File: config.mk
export PLATFORM = sky130hd
export DESIGN_NAME = multicycle_control_fsm
export DESIGN_NICKNAME = d
export VERILOG_FILES = /design/src/rtl/multicycle_control_fsm.sv
export SDC_FILE = /design/constraint.sdc
export NUM_CORES = 1
export LEC_CHECK = 0
export BUFFER_PORTS_ARGS = -buffer_cell sky130_fd_sc_hd__buf_2
export CORE_AREA = 2 2 39 41
export CTS_CLUSTER_DIAMETER = 50
export DETAILED_ROUTE_END_ITERATION = 8
export DIE_AREA = 0 0 41 43
export HOLD_SLACK_MARGIN = 0.02
export MAX_ROUTING_LAYER = met4
export PLACE_DENSITY = 0.83
export SLEW_MARGIN = 0
export SYNTH_ARGS = -nofsm -noshare
export SYNTH_HDL_FRONTEND = slang
export SYNTH_SLANG_ARGS = --single-unit
File: constraint.sdc
create_clock -name clk -period 1.6 [get_ports clk]
set_input_delay 0 -clock clk [delete_from_list [all_inputs] [get_ports clk]]
set_output_delay 0 -clock clk [all_outputs]
set_load 0.03 [all_outputs]
File: src/rtl/multicycle_control_fsm.sv
`default_nettype none
// multicycle_control_fsm: RV32I multicycle control unit driving the shared ALU/memory datapath.
// Revision 1.0
module multicycle_control_fsm #(
  parameter int STATE_W = 4
) (
  input  logic               clk,
  input  logic               reset,
  input  logic [6:0]         op,
  input  logic [2:0]         funct3,
  input  logic               funct7b5,
  input  logic               Zero,
  output logic               PCWrite,
  output logic               AdrSrc,
  output logic               MemWrite,
  output logic               IRWrite,
  output logic               RegWrite,
  output logic [1:0]         ResultSrc,
  output logic [1:0]         ALUSrcA,
  output logic [1:0]         ALUSrcB,
  output logic [1:0]         ImmSrc,
  output logic [2:0]         ALUControl,
  output logic               illegal_instr,
  output logic [STATE_W-1:0] state
);

  typedef enum logic [STATE_W-1:0] {
    FETCH    = STATE_W'(0),
    DECODE   = STATE_W'(1),
    MEMADR   = STATE_W'(2),
    MEMREAD  = STATE_W'(3),
    MEMWB    = STATE_W'(4),
    MEMWRITE = STATE_W'(5),
    EXECR    = STATE_W'(6),
    EXECI    = STATE_W'(7),
    ALUWB    = STATE_W'(8),
    BEQ      = STATE_W'(9),
    JAL      = STATE_W'(10)
  } state_t;

  localparam logic [6:0] OP_LW  = 7'b0000011;
  localparam logic [6:0] OP_SW  = 7'b0100011;
  localparam logic [6:0] OP_R   = 7'b0110011;
  localparam logic [6:0] OP_I   = 7'b0010011;
  localparam logic [6:0] OP_BEQ = 7'b1100011;
  localparam logic [6:0] OP_JAL = 7'b1101111;

  state_t     state_q;
  state_t     state_d;
  logic       funct3_ok;
  logic       op_legal;
  logic       pc_update;
  logic       branch;
  logic [2:0] alu_funct;

  assign funct3_ok = (funct3 == 3'b000) || (funct3 == 3'b010) ||
                     (funct3 == 3'b110) || (funct3 == 3'b111);

  // Only R/I opcodes carry a funct3 that can make an otherwise known opcode illegal.
  always_comb begin
    case (op)
      OP_LW, OP_SW, OP_BEQ, OP_JAL: op_legal = 1'b1;
      OP_R, OP_I:                   op_legal = funct3_ok;
      default:                      op_legal = 1'b0;
    endcase
  end

  always_comb begin
    state_d = FETCH;
    case (state_q)
      FETCH:  state_d = DECODE;
      DECODE: begin
        case (op)
          OP_LW, OP_SW: state_d = MEMADR;
          OP_R:         state_d = funct3_ok ? EXECR : FETCH;
          OP_I:         state_d = funct3_ok ? EXECI : FETCH;
          OP_BEQ:       state_d = BEQ;
          OP_JAL:       state_d = JAL;
          default:      state_d = FETCH;
        endcase
      end
      MEMADR:             state_d = op[5] ? MEMWRITE : MEMREAD;
      MEMREAD:            state_d = MEMWB;
      EXECR, EXECI, JAL:  state_d = ALUWB;
      default:            state_d = FETCH;
    endcase
  end

  always_ff @(posedge clk or posedge reset) begin
    if (reset) state_q <= FETCH;
    else       state_q <= state_d;
  end

  assign state = state_q;

  // Subtract only for R-type with funct7b5; I-type addi ignores instr[30].
  always_comb begin
    case (funct3)
      3'b000:  alu_funct = (op[5] && funct7b5) ? 3'b001 : 3'b000;
      3'b010:  alu_funct = 3'b101;
      3'b110:  alu_funct = 3'b011;
      3'b111:  alu_funct = 3'b010;
      default: alu_funct = 3'b000;
    endcase
  end

  always_comb begin
    case (op)
      OP_SW:   ImmSrc = 2'b01;
      OP_BEQ:  ImmSrc = 2'b10;
      OP_JAL:  ImmSrc = 2'b11;
      default: ImmSrc = 2'b00;
    endcase
  end

  always_comb begin
    AdrSrc        = 1'b0;
    MemWrite      = 1'b0;
    IRWrite       = 1'b0;
    RegWrite      = 1'b0;
    ResultSrc     = 2'b00;
    ALUSrcA       = 2'b00;
    ALUSrcB       = 2'b00;
    ALUControl    = 3'b000;
    illegal_instr = 1'b0;
    pc_update     = 1'b0;
    branch        = 1'b0;
    case (state_q)
      FETCH: begin
        IRWrite   = 1'b1;
        ALUSrcB   = 2'b10;
        ResultSrc = 2'b10;
        pc_update = 1'b1;
      end
      DECODE: begin
        ALUSrcA       = 2'b01;
        ALUSrcB       = 2'b01;
        illegal_instr = ~op_legal;
      end
      MEMADR: begin
        ALUSrcA = 2'b10;
        ALUSrcB = 2'b01;
      end
      MEMREAD: AdrSrc = 1'b1;
      MEMWB: begin
        ResultSrc = 2'b01;
        RegWrite  = 1'b1;
      end
      MEMWRITE: begin
        AdrSrc   = 1'b1;
        MemWrite = 1'b1;
      end
      EXECR: begin
        ALUSrcA    = 2'b10;
        ALUControl = alu_funct;
      end
      EXECI: begin
        ALUSrcA    = 2'b10;
        ALUSrcB    = 2'b01;
        ALUControl = alu_funct;
      end
      ALUWB: RegWrite = 1'b1;
      BEQ: begin
        ALUSrcA    = 2'b10;
        ALUControl = 3'b001;
        branch     = 1'b1;
      end
      JAL: begin
        ALUSrcA   = 2'b01;
        ALUSrcB   = 2'b10;
        pc_update = 1'b1;
      end
      default: ;
    endcase
    // Enables must drop the instant reset rises, before the state register is seen to change.
    if (reset) begin
      MemWrite      = 1'b0;
      IRWrite       = 1'b0;
      RegWrite      = 1'b0;
      illegal_instr = 1'b0;
      pc_update     = 1'b0;
      branch        = 1'b0;
    end
  end

  assign PCWrite = pc_update | (branch & Zero);

endmodule
`default_nettype wire

==> metrics.md <==
| Metric | Value |
|---|---|
| Outcome | finished, final reports clean |
| Metal-1 WL | approximately 620 um |
| Final period util | 0.970 |
| CTS tree | built |
| CTS buffer count | 3 |
| Pleak | between 0.4 and 0.5 nW |
| Register area | between 100 and 150 um^2 |
| Global route overflow | 0 |
| Via Count | about 730 |
| Clock latency on the worst-skew pair | around 0.24 ns |
| DR WL met2 | a little over 800 um |
| Max FFs per register | 4 |
| Highest metal layer with signal wires | met4 |
| Floorplan row count | 14 |
| Mapped Nets | just over 90 |
| Final worst slack | between 0.04 and 0.05 ns |
| Max incr delay on CP | between 0.4 and 0.5 ns |
| Mapped Avg Cell Area | 7.52 um^2 |
| Ys flop type | dfrtp_1 |
| Final Max Slew Viols | 0 |
| Die ar. | 1760 um^2 |
| Root Buffer | clkbuf_4 |
| Minimum hold slack | between 0.07 and 0.08 ns |
| Critical Path RT | between 1.5 and 2 ns |
| Delay-heaviest family, CP | flip-flops |
| Total power draw | approximately 1 mW |
| Most frequent cells in the layout | 33 x buf_2, 7 x nor2_1, 7 x nand2_1, 7 x buf_4 |
| Max_cap viols | 0 |
| Power Density | about 1100 nW/um^2 |
| Die H | between 40 and 50 um |
| First-pass detailed-route iteration total | 4 |
| Final Instance Area | 885 um^2 |
| # IOs | 35 |
| Crit Path Category | flop to primary output |
| Global-route wire length before repair | between 2000 and 2500 um |
| Post-synth EDFFs | 0 |
| Area delta synth->final | 52.7% |
| Largest buffer count on any clock path | 2 |
| Cell variety after synth | 37 |
| Maximum clock frequency | roughly 640 MHz |
| Multi-input logic area | 485 um^2 |
| H-tree depth | 1 |
| Clk sink count | 4 |
| Met3 Wirelength | between 100 and 150 um |
| Type of the tightest min-delay check | primary input to flop |
| Mapped Cells | 77 |
| Register area share after synthesis | 0.173 |
| Hold Path Stages | 3 |
| Overall Global Routing Usage | 0.201 |
| Synth Register Bits | 4 |
| Worst VDD drop | around 0.47 mV |
| Worst-path fanout max | 14 |
| Final setup fails | 0 |
| Starting Density | 0.419 |
| Yosys warning count | 0 |
| First DRT Iteration DRCs | 9 |
| CP Capture Type | primary output |
| Vias per inst | around 5.4 |
| Slew Limit Headroom | 0.604 |
| Routed WL per cell | roughly 12 um |
| Core Util, Final | 0.639 |
| Setup TNS Final | 0 ns |
| Post-route DRC violation count | 0 |
| Worst-path clk slew | 0.04 ns |
| Crit path cell chain | or3b_2 -> a21oi_1 -> buf_2 |
| Worst R2R Path Depth | 4 |
| Crit-path slowest cell | dfrtp_2 |
| Share of layout cells above drive strength 1 | 0.500 |
| Port Buf Inserts | 34 |
| Worst path arrival time | around 1.6 ns |
| ANT nets after route | 0 |
| Most common cell after layout, fill and taps aside | buf_2 |
| Gpl congestion | 0.804 |
| Tightest Pin Transition | roughly 0.6 ns |
| Post-Layout Cell Count | 134 |
| Clk_skew | approximately 0.0038 ns |
| Dpl ws | about 0.23 ns |
| Placed Cells incl. Taps | 129 |
| Cell taking the most area after synthesis | dfrtp_1 |
| Post-synth top area share | 0.173 |
| Number of global-route vias before repair | roughly 620 |
| Critical Path Stages | 3 |
| Antenna violations before repair | 0 |
| Asr flop ratio synth | 1.00 |
| Buf/Inv on CP | 1 |
| Final hold violation count | 0 |
| Layout net count | about 130 |
| Fillers | 124 |
| Top post-synthesis cells by area | dfrtp_1 17%, xnor2_1 6.0%, nand2_1 4.5% |
| Die width | approximately 41 um |
| Final wirelength | ~1600 um |
| Final HPWL DP | 1310 um |
| Ant diodes | 0 |
| Largest net degree at the start of global routing | 15 |
| Post-Syn Area | just under 600 um^2 |
| RSZ-0062 raised after global routing | yes |
| Core area | 1380 um^2 |
| Startpoint Class | flop |
| Final critical-path required period | 1.55 ns |
| Placed cell area | ~840 um^2 |
==> tightest hold or removal path: stages <==
cell	delay, ns
buf_2	0.11
o211ai_1	0.09
o21ai_1	0.06
==> per-layer routing <==
| metal | up-vias | global-route usage |
|---|---|---|
| met5 | - | - |
| li1 | 373 | - |
| met2 | 26 | 0.338 |
| met4 | 0 | 0.0667 |
| met3 | 2 | 0.0471 |
| met1 | 326 | 0.221 |
==> timing repair <==
action,in CTS,in global routing
hold endpoints to repair,4,0
resized for setup,1,4
setup endpoints to repair,2,5
setup buffers,0,1
pin swaps,1,1
hold buffers,1,0
==> kinds of logic after synthesis <==
group | Yosys count | share of synthesized area
DFF | 4 | 0.173
and+or+nand+nor | 45 | 0.512
buffers and inverters | 8 | 0.0734
AOI/OAI and AO/OA | 16 | 0.181
xor gates and xnor gates | 4 | 0.0605
==> synth_stat cells (2+ instances only) <==
cell	instances
nor4_1	3
nand2_1	7
and4_1	2
inv_1	4
a21oi_1	2
nand3_1	3
dfrtp_1	4
o211ai_1	3
nor2b_1	3
a31oi_1	2
xnor2_1	4
nor3_1	3
nand2b_1	3
buf_4	3
o21ai_0	3
nor2_1	7
==> worst paths after layout <==
kind | from | to | slack [ns]
min in group asynchronous | reset | state[0] | 0.28
hold reg to reg | state[1] | state[3] | 0.74
setup reg to reg | state[1] | state[2] | 0.26
hold / removal | op[4] | state[2] | 0.07
max in group asynchronous | reset | state[1] | 1.13
setup / recovery | state[3] | ALUSrcA[0] | 0.05
==> report_power, final <==
part | internal [mW] | total (mW) | switching, mW
logic | 0.300 | 0.731 | 0.431
clock network | 0.0842 | 0.129 | 0.0447
registers | 0.117 | 0.143 | 0.0252
total | 0.502 | 1.00 | 0.501
==> cell type report <==
type / count / share of cell area
Inverter: 4 / 0.0170
Clock buffer: 3 / 0.0255
Tap cell: 16 / 0.0226
Timing Repair Buffer: 42 / 0.270
Multi-Input combinational cell: 65 / 0.549
Sequential cell: 4 / 0.116
No activity file was read; power rests on OpenSTA's default activity.
